### config.mk
export PLATFORM = sky130hd
export DESIGN_NAME = pio_fifo_pair
export DESIGN_NICKNAME = d
export VERILOG_FILES = /design/src/rtl/pio_pkg.sv /design/src/rtl/pio_fifo_mem.sv /design/src/rtl/pio_fifo_pair.sv
export SDC_FILE = /design/constraint.sdc
export NUM_CORES = 1
export LEC_CHECK = 0
export ABC_CLOCK_PERIOD_IN_PS = 6000
export CAP_MARGIN = 10
export CORE_UTILIZATION = 58
export DETAILED_ROUTE_END_ITERATION = 6
export GPL_ROUTABILITY_DRIVEN = 0
export GPL_TIMING_DRIVEN = 0
export PLACE_DENSITY = 0.89
export SKIP_CTS_REPAIR_TIMING = 1
export SLEW_MARGIN = 30
export SYNTH_ARGS = -nofsm -noshare
export SYNTH_HDL_FRONTEND = slang
export SYNTH_SLANG_ARGS = --single-unit
### constraint.sdc
create_clock -name clk -period 6 [get_ports clk]
set_clock_uncertainty 0.05 [all_clocks]
set_input_delay 0.9 -clock clk [delete_from_list [all_inputs] [get_ports clk]]
set_output_delay 0.9 -clock clk [all_outputs]
set_load 0.05 [all_outputs]
### src/rtl/pio_pkg.sv
// Shared types and constants for the PIO FIFO pair.
// Holds the join-mode encoding, the debug flag bit positions and the join decode helper.
// Pure declarations: no logic, no latency, no flow control.
package pio_pkg;

  // Effective storage sharing mode between the TX and RX directions.
  typedef enum logic [1:0] {
    JOIN_NONE = 2'd0,
    JOIN_TX   = 2'd1,
    JOIN_RX   = 2'd2
  } join_mode_t;

  // Bit positions inside dbg_flags / dbg_clr: {rxstall, rxunder, txover, txstall}.
  localparam int DBG_TXSTALL = 0;
  localparam int DBG_TXOVER  = 1;
  localparam int DBG_RXUNDER = 2;
  localparam int DBG_RXSTALL = 3;

  // join_tx dominates: join_rx only matters while join_tx is low.
  function automatic join_mode_t join_decode(input logic jt, input logic jr);
    if (jt) begin
      return JOIN_TX;
    end else if (jr) begin
      return JOIN_RX;
    end
    return JOIN_NONE;
  endfunction

endpackage

### src/rtl/pio_fifo_mem.sv
// One circular buffer of 2*DEPTH entries whose usable capacity is chosen at runtime.
// Latency: a push is visible at head one cycle later; head is a combinational read.
// Backpressure: pushes on full are dropped unless a pull pops on the same edge; pulls on empty are ignored.
//
// Ports:
//   clk, reset   : clock and synchronous active-high reset
//   flush        : clear level and pointers, discarding push/pull on that edge
//   cap          : current capacity (0 .. 2*DEPTH); 0 disables the buffer
//   push, din    : write request and data
//   pull         : pop request
//   head         : entry at the read pointer (undefined when empty)
//   level        : current entry count
//   full, empty  : derived from level only
module pio_fifo_mem
  import pio_pkg::*;
#(
  parameter int WIDTH = 32,
  parameter int DEPTH = 4,
  parameter int LVL_W = $clog2(2*DEPTH)+1
) (
  input  logic             clk,
  input  logic             reset,
  input  logic             flush,
  input  logic [LVL_W-1:0] cap,
  input  logic             push,
  input  logic [WIDTH-1:0] din,
  input  logic             pull,
  output logic [WIDTH-1:0] head,
  output logic [LVL_W-1:0] level,
  output logic             full,
  output logic             empty
);

  localparam int ENTRIES = 2*DEPTH;
  localparam int PTR_W   = $clog2(ENTRIES);

  logic [WIDTH-1:0] mem [ENTRIES];
  logic [PTR_W-1:0] wr_ptr;
  logic [PTR_W-1:0] rd_ptr;
  logic [LVL_W-1:0] cnt;
  logic             cap_zero;
  logic             do_push;
  logic             do_pull;

  assign cap_zero = (cap == '0);
  // A zero-capacity buffer looks both full and empty so nothing gets in or out.
  assign full     = cap_zero || (cnt == cap);
  assign empty    = (cnt == '0);
  assign level    = cnt;
  assign head     = mem[rd_ptr];

  // A full buffer always has at least one entry, so a same-edge pull frees the slot.
  assign do_pull = pull && !empty && !cap_zero && !flush;
  assign do_push = push && !cap_zero && !flush && (!full || do_pull);

  // Wrap at the runtime capacity, not at the physical array size.
  function automatic logic [PTR_W-1:0] next_ptr(input logic [PTR_W-1:0] p,
                                                input logic [LVL_W-1:0] c);
    logic [LVL_W-1:0] p1;
    p1 = LVL_W'(p) + LVL_W'(1);
    if (p1 >= c) begin
      return '0;
    end
    return p + PTR_W'(1);
  endfunction

  always_ff @(posedge clk) begin
    if (reset || flush) begin
      wr_ptr <= '0;
      rd_ptr <= '0;
      cnt    <= '0;
    end else begin
      if (do_push) begin
        wr_ptr <= next_ptr(wr_ptr, cap);
      end
      if (do_pull) begin
        rd_ptr <= next_ptr(rd_ptr, cap);
      end
      case ({do_push, do_pull})
        2'b10:   cnt <= cnt + LVL_W'(1);
        2'b01:   cnt <= cnt - LVL_W'(1);
        default: cnt <= cnt;
      endcase
    end
  end

  // Storage is never cleared; level gates what is visible.
  always_ff @(posedge clk) begin
    if (do_push && !reset) begin
      mem[wr_ptr] <= din;
    end
  end

endmodule

### src/rtl/pio_fifo_pair.sv
// TX (host->machine) and RX (machine->host) FIFO pair whose storage can be joined into one direction.
// Latency: push visible to reader next cycle; m_dout is fall-through, host_dout is registered on host_pull.
// Backpressure: full drops pushes (unless popped same edge), empty ignores pulls; a join change flushes both.
//
// Optional feature macro: PIO_FIFO_DEBUG_EN adds dbg_clr/dbg_flags sticky error flags.
// Ports:
//   clk, reset                 : clock, synchronous active-high reset
//   join_tx, join_rx           : storage join controls (join_tx wins)
//   host_push/host_din         : host write into TX
//   host_pull/host_dout        : host read from RX (registered, 0 when RX empty)
//   m_pull/m_dout              : machine read from TX (fall-through, 0 when TX empty)
//   m_push/m_din               : machine write into RX
//   tx_/rx_ full, empty, level : occupancy
//   status_sel/status_n/status_out : level-below-threshold compare
//   dbg_clr/dbg_flags          : {rxstall, rxunder, txover, txstall}, debug builds only
module pio_fifo_pair
  import pio_pkg::*;
#(
  parameter int WIDTH = 32,
  parameter int DEPTH = 4,
  parameter int LVL_W = $clog2(2*DEPTH)+1
) (
  input  logic             clk,
  input  logic             reset,
  input  logic             join_tx,
  input  logic             join_rx,
  input  logic             host_push,
  input  logic [WIDTH-1:0] host_din,
  input  logic             host_pull,
  output logic [WIDTH-1:0] host_dout,
  input  logic             m_pull,
  output logic [WIDTH-1:0] m_dout,
  input  logic             m_push,
  input  logic [WIDTH-1:0] m_din,
  output logic             tx_full,
  output logic             tx_empty,
  output logic             rx_full,
  output logic             rx_empty,
  output logic [LVL_W-1:0] tx_level,
  output logic [LVL_W-1:0] rx_level,
  input  logic             status_sel,
  input  logic [LVL_W-1:0] status_n,
`ifdef PIO_FIFO_DEBUG_EN
  input  logic [3:0]       dbg_clr,
  output logic [3:0]       dbg_flags,
`endif
  output logic             status_out
);

  join_mode_t       join_q;
  join_mode_t       join_in;
  logic             flush;
  logic [LVL_W-1:0] tx_cap;
  logic [LVL_W-1:0] rx_cap;
  logic [WIDTH-1:0] tx_head;
  logic [WIDTH-1:0] rx_head;

  assign join_in = join_decode(join_tx, join_rx);
  // Any change of effective mode empties both sides before the new capacities apply.
  assign flush   = (join_in != join_q);

  always_comb begin
    tx_cap = LVL_W'(DEPTH);
    rx_cap = LVL_W'(DEPTH);
    case (join_q)
      JOIN_TX: begin
        tx_cap = LVL_W'(2*DEPTH);
        rx_cap = '0;
      end
      JOIN_RX: begin
        tx_cap = '0;
        rx_cap = LVL_W'(2*DEPTH);
      end
      default: begin
        tx_cap = LVL_W'(DEPTH);
        rx_cap = LVL_W'(DEPTH);
      end
    endcase
  end

  always_ff @(posedge clk) begin
    if (reset) begin
      join_q <= join_in;
    end else begin
      join_q <= join_in;
    end
  end

  pio_fifo_mem #(.WIDTH(WIDTH), .DEPTH(DEPTH), .LVL_W(LVL_W)) u_tx (
    .clk   (clk),
    .reset (reset),
    .flush (flush),
    .cap   (tx_cap),
    .push  (host_push),
    .din   (host_din),
    .pull  (m_pull),
    .head  (tx_head),
    .level (tx_level),
    .full  (tx_full),
    .empty (tx_empty)
  );

  pio_fifo_mem #(.WIDTH(WIDTH), .DEPTH(DEPTH), .LVL_W(LVL_W)) u_rx (
    .clk   (clk),
    .reset (reset),
    .flush (flush),
    .cap   (rx_cap),
    .push  (m_push),
    .din   (m_din),
    .pull  (host_pull),
    .head  (rx_head),
    .level (rx_level),
    .full  (rx_full),
    .empty (rx_empty)
  );

  assign m_dout = tx_empty ? '0 : tx_head;

  // Empty pulls return 0; a disabled RX leaves the last value in place.
  always_ff @(posedge clk) begin
    if (reset) begin
      host_dout <= '0;
    end else if (host_pull && !flush && (rx_cap != '0)) begin
      host_dout <= rx_empty ? '0 : rx_head;
    end
  end

  assign status_out = ((status_sel ? rx_level : tx_level) < status_n);

`ifdef PIO_FIFO_DEBUG_EN
  logic [3:0] dbg_set;
  logic       tx_pops;
  logic       rx_pops;

  // Mirror the buffers' acceptance rule to spot dropped pushes.
  assign tx_pops = m_pull && !tx_empty && (tx_cap != '0);
  assign rx_pops = host_pull && !rx_empty && (rx_cap != '0);

  always_comb begin
    dbg_set              = '0;
    dbg_set[DBG_TXOVER]  = host_push && tx_full && !tx_pops;
    dbg_set[DBG_TXSTALL] = m_pull && tx_empty;
    dbg_set[DBG_RXUNDER] = host_pull && rx_empty;
    dbg_set[DBG_RXSTALL] = m_push && rx_full && !rx_pops;
    // Traffic on a flush edge is discarded, not an error.
    if (flush) begin
      dbg_set = '0;
    end
  end

  // Clear beats set on the same edge.
  always_ff @(posedge clk) begin
    if (reset) begin
      dbg_flags <= '0;
    end else begin
      dbg_flags <= (dbg_flags | dbg_set) & ~dbg_clr;
    end
  end
`endif

endmodule

==> results of run 1 <==
registers in the layout, summed over array words and instances, names as in the netlist, named ones only:
register,count
host_dout,32
join_q,2
u_rx.level,4
u_rx.mem,256
u_rx.rd_ptr,3
u_rx.wr_ptr,3
u_tx.level,4
u_tx.mem,256
u_tx.rd_ptr,3
u_tx.wr_ptr,3
final timing paths:
kind / to / slack, ps / depth (start not counted)
max reg2reg: u_rx.mem[0][0] / 2520 / 10
max: m_dout[14] / 1510 / 6
min: host_dout[17] / 400 / 2
min reg2reg: host_dout[17] / 400 / 2
Yosys cell counts, types with 7 or more instances:
cell and number:
a21oi_1 13, buf_2 20, clkbuf_1 23, dfxtp_1 60, edfxtp_1 512, ha_1 23
inv_1 18, mux2i_1 65, mux4_2 128, nand2_1 51, nand2b_1 8, nor2_1 57
nor3_1 7, o21ai_0 30, o21ai_1 9, xnor2_1 9
metal layers:
metal | track usage [%] | share of wire [%] | vias to the layer above
li1 | - | - | 4991
met1 | 32.5 | 37 | 6028
met2 | 45.6 | 53 | 565
met5 | 0 | 0.022 | -
met3 | 5.28 | 7.9 | 93
met4 | 8.84 | 2.3 | 2
power groups by stage:
stage | combinational (mW) | sequential (mW) | clock, mW
2_1_floorplan | 0.0689 | 4.43 | 0
3_3_place_gp | 0.178 | 4.43 | 0
3_5_place_dp | 0.193 | 4.43 | 0
4_1_cts | 0.195 | 4.35 | 3.48
5_1_grt | 0.209 | 4.34 | 3.64
6_report | 0.197 | 4.35 | 3.46
final cells by class:
cell class,instances,area [um2]
flip-flops and latches,572,16600
fillers,2067,10700
multi-input cells,464,5360
repair buffers,214,2200
clock buffers,71,1490
well taps,511,639
clock inverters,27,310
plain buffers,50,216
inverters,18,67.6
diodes,1,2.50
per-stage QoR:
stage                     instance area (um2)  worst slack, ps  TNS (ps)  total power [mW]
after floorplan                         22100              690         0              4.50
after CTS                               26900             1450         0              8.03
after detailed placement                25100             1830         0              4.62
after global placement                  24300            -2570   -418270              4.61
final                                   26900             1510         0              8.00
after global routing                    26900             1390         0              8.19
worst min-delay path, delay by kind of cell (launching register included):
kind            cells  cell delay, ps
compound gates      1              50
simple gates        1              50
flops               1             310
cell families after synthesis:
logic type      count (synthesis)
compound gates                 72
xor+xnor                       14
fa+ha+maj                      25
buf+inv                        68
flops                         572
mux                           195
simple gates                  158
==> results.py, run 1 <==
metrics = {
    "outcome": {
        "status": "complete, no violations",
    },
    "yosys": {
        "synth_top_area_share_pct": 69.5,
        "syn_inst": 1104,
        "synth_compound_area_share_pct": 2.16,
        "post-synth-top-area-cell": "edfxtp_1",
        "synth_mux_area_share_pct": 16.1,
        "synth_adder_area_share_pct": 1.48,
        "ys.flop_type": "edfxtp_1",
        "syn-num-nets": 1206,
        "synth_area_leaders": "edfxtp_1, mux4_2, dfxtp_1",
        "synth_edf_count": 512,
        "ys_seq_area_share_pct": 74.9,
        "synth_area_um2": 22100,
        "synthXorXnorAreaFrac_pct": 0.588,
        "yosys.area_share.simple_pct": 3.47,
        "ys_seq_elements": 572,
        "yosysWarnings": 0,
        "avgSynthCellArea_um2": 20.0,
        "synth_top_family_by_area": "multiplexers",
        "async_flop_share_pct": 0,
        "synth.distinct_cells": 53,
    },
    "worst_hold_path": {
        "min-delay-start": "host_dout[17]",
        "worstHoldPathType": "register to register",
    },
    "sta": {
        "slew_violations": 0,
        "whs_ps": 398,
        "final.min_clock_period_ps": 4490,
        "setup_viol": 0,
        "max_freq_mhz": 223,
        "fin_crit_sh_pct": 74.8,
        "timing_hold_violations_final": 0,
        "worst_slew_pin_slew_ps": 951,
        "slew_headroom_pct": 36.6,
        "rsz0062_at_grt": "false",
    },
    "clock_tree": {
        "path_clk_slew_ps": 60,
        "numCtsBuffers": 54,
        "cts.sinks": 572,
        "h-tree-depth": 2,
        "cts_tree": "built",
        "worstSkewPairLatency_ps": 590,
        "clk_path_buf_depth": 3,
        "clock-root-buffer": "clkbuf_16",
    },
    "floorplan": {
        "die_h_um": 197,
        "num_rows": 71,
        "core_area_um2": 37600,
        "dieWidth_um": 197,
        "die-area_um2": 38900,
        "initial_utilization_pct": 58.9,
        "io_pins": 154,
    },
    "grt": {
        "grt_antenna_before_repair": 2,
        "gr-total-overflow": 0,
        "grt_max_degree": 20,
        "grt_pass1_vias": 12382,
        "track_usage_pct": 26.1,
        "grt_first_pass_wirelength_um": 74000,
    },
    "pwr": {
        "seqPwrFrac_pct": 54.3,
        "combPwrFrac_pct": 2.5,
        "power.leakage_nw": 8.49,
        "p_int_mw": 6.46,
        "p_clk_share_pct": 43.2,
        "irDropWorstVdd_v": 0.000354,
        "powerDensity_nw_per_um2": 298,
        "netSwitchingFraction_pct": 19.3,
        "power.switching_mw": 1.54,
    },
    "critical_path": {
        "cp.required_ps": 5050,
        "path_delay_family": "buffers and inverters",
        "worstPathMaxFanout": 10,
        "cpPeakStageDelay_ps": 850,
        "crit_chain": "clkbuf_1 > clkbuf_1 > mux4_2 > mux2i_1 > nor2_1 > clkdlybuf4s50_1",
        "cpMostUsedCell": "clkbuf_1",
        "cp-end-kind": "output port",
        "crit_arrival_ps": 3540,
        "cp-start-kind": "register",
        "path_buf_inv": 3,
        "worstSetupPathType": "register to output port",
        "cpMaxStageDelayCell": "clkdlybuf4s50_1",
        "reg2reg_from": "join_q[0]",
    },
    "final_layout": {
        "final_common_cell": "edfxtp_1",
        "layout.cells.non_filler": 1928,
        "fin_nets": 1476,
        "post_route_cells_drive_above_1_share_pct": 22.4,
        "syn_to_final_growth_pct": 21.5,
        "final_cell_mix": "edfxtp_1, clkdlybuf4s50_1, mux4_2",
        "fin_util_pct": 71.5,
    },
    "detailed_routing": {
        "route.detailed.drc": 0,
        "antenna_left": 0,
        "via_per_inst": 6.06,
        "wire_per_inst_um": 25.6,
        "dr.first_iter.drc_count": 944,
        "first_pass_iters": 5,
        "wirelength_um": 49300,
        "vias": 11679,
    },
    "placed_design": {
        "portBuffers": 153,
        "hpwl_um": 30800,
        "placed_cells": 1829,
    },
    "flow_run": {
        "max_cap_violations": 0,
    },
}
(Power assumes the default switching activity.)
==> run 2, diff against run 1 <==
--- a/config.mk
+++ b/config.mk
@@ -5,7 +5,7 @@
 export SDC_FILE = /design/constraint.sdc
 export NUM_CORES = 1
 export LEC_CHECK = 0
-export ABC_CLOCK_PERIOD_IN_PS = 6000
+export ABC_CLOCK_PERIOD_IN_PS = 4200
 export CAP_MARGIN = 10
 export CORE_UTILIZATION = 58
 export DETAILED_ROUTE_END_ITERATION = 6
==> constraint.sdc (replaced) <==
create_clock -name clk -period 4.2 [get_ports clk]
set_clock_uncertainty 0.05 [all_clocks]
set_input_delay 0.63 -clock clk [delete_from_list [all_inputs] [get_ports clk]]
set_output_delay 0.63 -clock clk [all_outputs]
set_load 0.05 [all_outputs]
==> run 2 against run 1 <==
  * Final cell count down 0.31%
  * Flip-flop and latch count is the same
  * Wire length decreased by 0.32%
  * Combinational power is 43% higher
  * Worst setup slack worse by 1400 ps
  * Final area down 0.42%
  * Utilization shrank 0.30 points
==> results.py, run 2 (synthesis gave the netlist of run 1 again) <==
metrics = {
    "floorplan": {
        "io_pins": 154,
        "num_rows": 71,
        "die-area_um2": 38900,
        "initial_utilization_pct": 58.9,
        "core_area_um2": 37600,
        "die_h_um": 197,
        "dieWidth_um": 197,
    },
    "clock_tree": {
        "path_clk_slew_ps": 60,
        "worstSkewPairLatency_ps": 620,
        "numCtsBuffers": 54,
        "clk_path_buf_depth": 3,
        "h-tree-depth": 2,
        "cts.sinks": 572,
        "clock-root-buffer": "clkbuf_16",
        "cts_tree": "built",
    },
    "detailed_routing": {
        "wirelength_um": 49200,
        "via_per_inst": 6.08,
        "vias": 11685,
        "antenna_left": 0,
        "wire_per_inst_um": 25.6,
        "route.detailed.drc": 0,
        "dr.first_iter.drc_count": 1094,
        "first_pass_iters": 5,
    },
    "final_layout": {
        "final_common_cell": "edfxtp_1",
        "post_route_cells_drive_above_1_share_pct": 22.4,
        "final_cell_mix": "edfxtp_1, clkdlybuf4s50_1, mux4_2",
        "fin_util_pct": 71.2,
        "syn_to_final_growth_pct": 20.9,
        "top_regs": "u_rx.mem: 256 flops, u_tx.mem: 256 flops, host_dout: 32 flops",
        "fin_nets": 1466,
    },
    "sta": {
        "setup_tns_ps": 0,
        "setup_ws_ps": 161,
        "final.min_clock_period_ps": 4040,
        "timing_hold_violations_final": 0,
        "slew_headroom_pct": 35.3,
        "max_freq_mhz": 248,
        "fin_crit_sh_pct": 96.2,
        "worst_slew_pin_slew_ps": 971,
        "rsz0062_at_grt": "false",
        "setup_viol": 0,
        "whs_ps": 399,
        "slew_violations": 0,
    },
    "critical_path": {
        "worstSetupPathType": "register to output port",
        "crit_arrival_ps": 3360,
        "cp-start-kind": "register",
        "cp.required_ps": 3520,
        "worstPathMaxFanout": 10,
        "cp-end-kind": "output port",
    },
    "placed_design": {
        "post-place-ws_ps": 517,
        "hpwl_um": 30600,
        "portBuffers": 153,
    },
    "flow_run": {
        "max_cap_violations": 0,
    },
    "pwr": {
        "total_power_mw": 11.3,
        "powerDensity_nw_per_um2": 422,
        "irDropWorstVdd_v": 0.000424,
        "power.leakage_nw": 8.41,
    },
    "grt": {
        "grt_max_degree": 19,
        "track_usage_pct": 25.9,
        "grt_pass1_vias": 12174,
        "grt_antenna_before_repair": 2,
        "gr-total-overflow": 0,
        "grt_first_pass_wirelength_um": 73500,
    },
    "worst_hold_path": {
        "worstHoldPathType": "register to register",
    },
    "outcome": {
        "status": "complete, no violations",
    },
}
==> run 2: stage by stage <==
stage,cells,instance area [um2]
after CTS,1921,26700
after global routing,1921,26700
after detailed placement,1819,25000
after global placement,1768,24300
after floorplan,1104,22100
final,1922,26700
==> run 2: worst paths after layout <==
check / from / slack, ps / end / cells after the start
min: host_dout[17] / 400 / host_dout[17] / 2
max reg2reg: u_tx.level[0] / 800 / u_tx.level[3] / 11
max: register / 160 / m_dout[14] / 6
min reg2reg: host_dout[17] / 400 / host_dout[17] / 2
==> run 2: power by group <==
part | switching, mW | internal, mW | total, mW
clock network | 2.10 | 2.69 | 4.79
registers | 0.00702 | 6.20 | 6.21
logic | 0.165 | 0.116 | 0.281
==> run 2: routing by layer <==
metal	GRT usage [%]	vias to the layer above	part of all wire (%)
li1	-	4985	-
met1	32.8	5954	36
met2	44.2	630	52
met3	6.20	114	9.1
met4	8.61	2	2.6
met5	0	-	0.020
==> run 2: final cells by class <==
cell class              instances  area (um2)
repair buffers                204        2100
flip-flops and latches        572       16600
multi-input cells             464        5380
fillers                      2121       10800
clock buffers                  73        1490
clock inverters                29         265
inverters                      18        67.6
plain buffers                  50         224
diodes                          1        2.50
well taps                     511         639
==> run 2: critical path: stages, from the launching register on <==
cell and delay, ps:
dfxtp_1 310, clkbuf_1 510, clkbuf_2 460, mux4_2 270, mux2i_1 70, nor2_1 270
clkdlybuf4s50_1 870
==> run 3, diff against run 2 <==
--- a/config.mk
+++ b/config.mk
@@ -11,6 +11,7 @@
 export DETAILED_ROUTE_END_ITERATION = 6
 export GPL_ROUTABILITY_DRIVEN = 0
 export GPL_TIMING_DRIVEN = 0
+export HOLD_SLACK_MARGIN = 0.08
 export PLACE_DENSITY = 0.89
 export SKIP_CTS_REPAIR_TIMING = 1
 export SLEW_MARGIN = 30
==> results of run 3 <==
The final DEF is identical to that of run 2; final timing and power are the same.
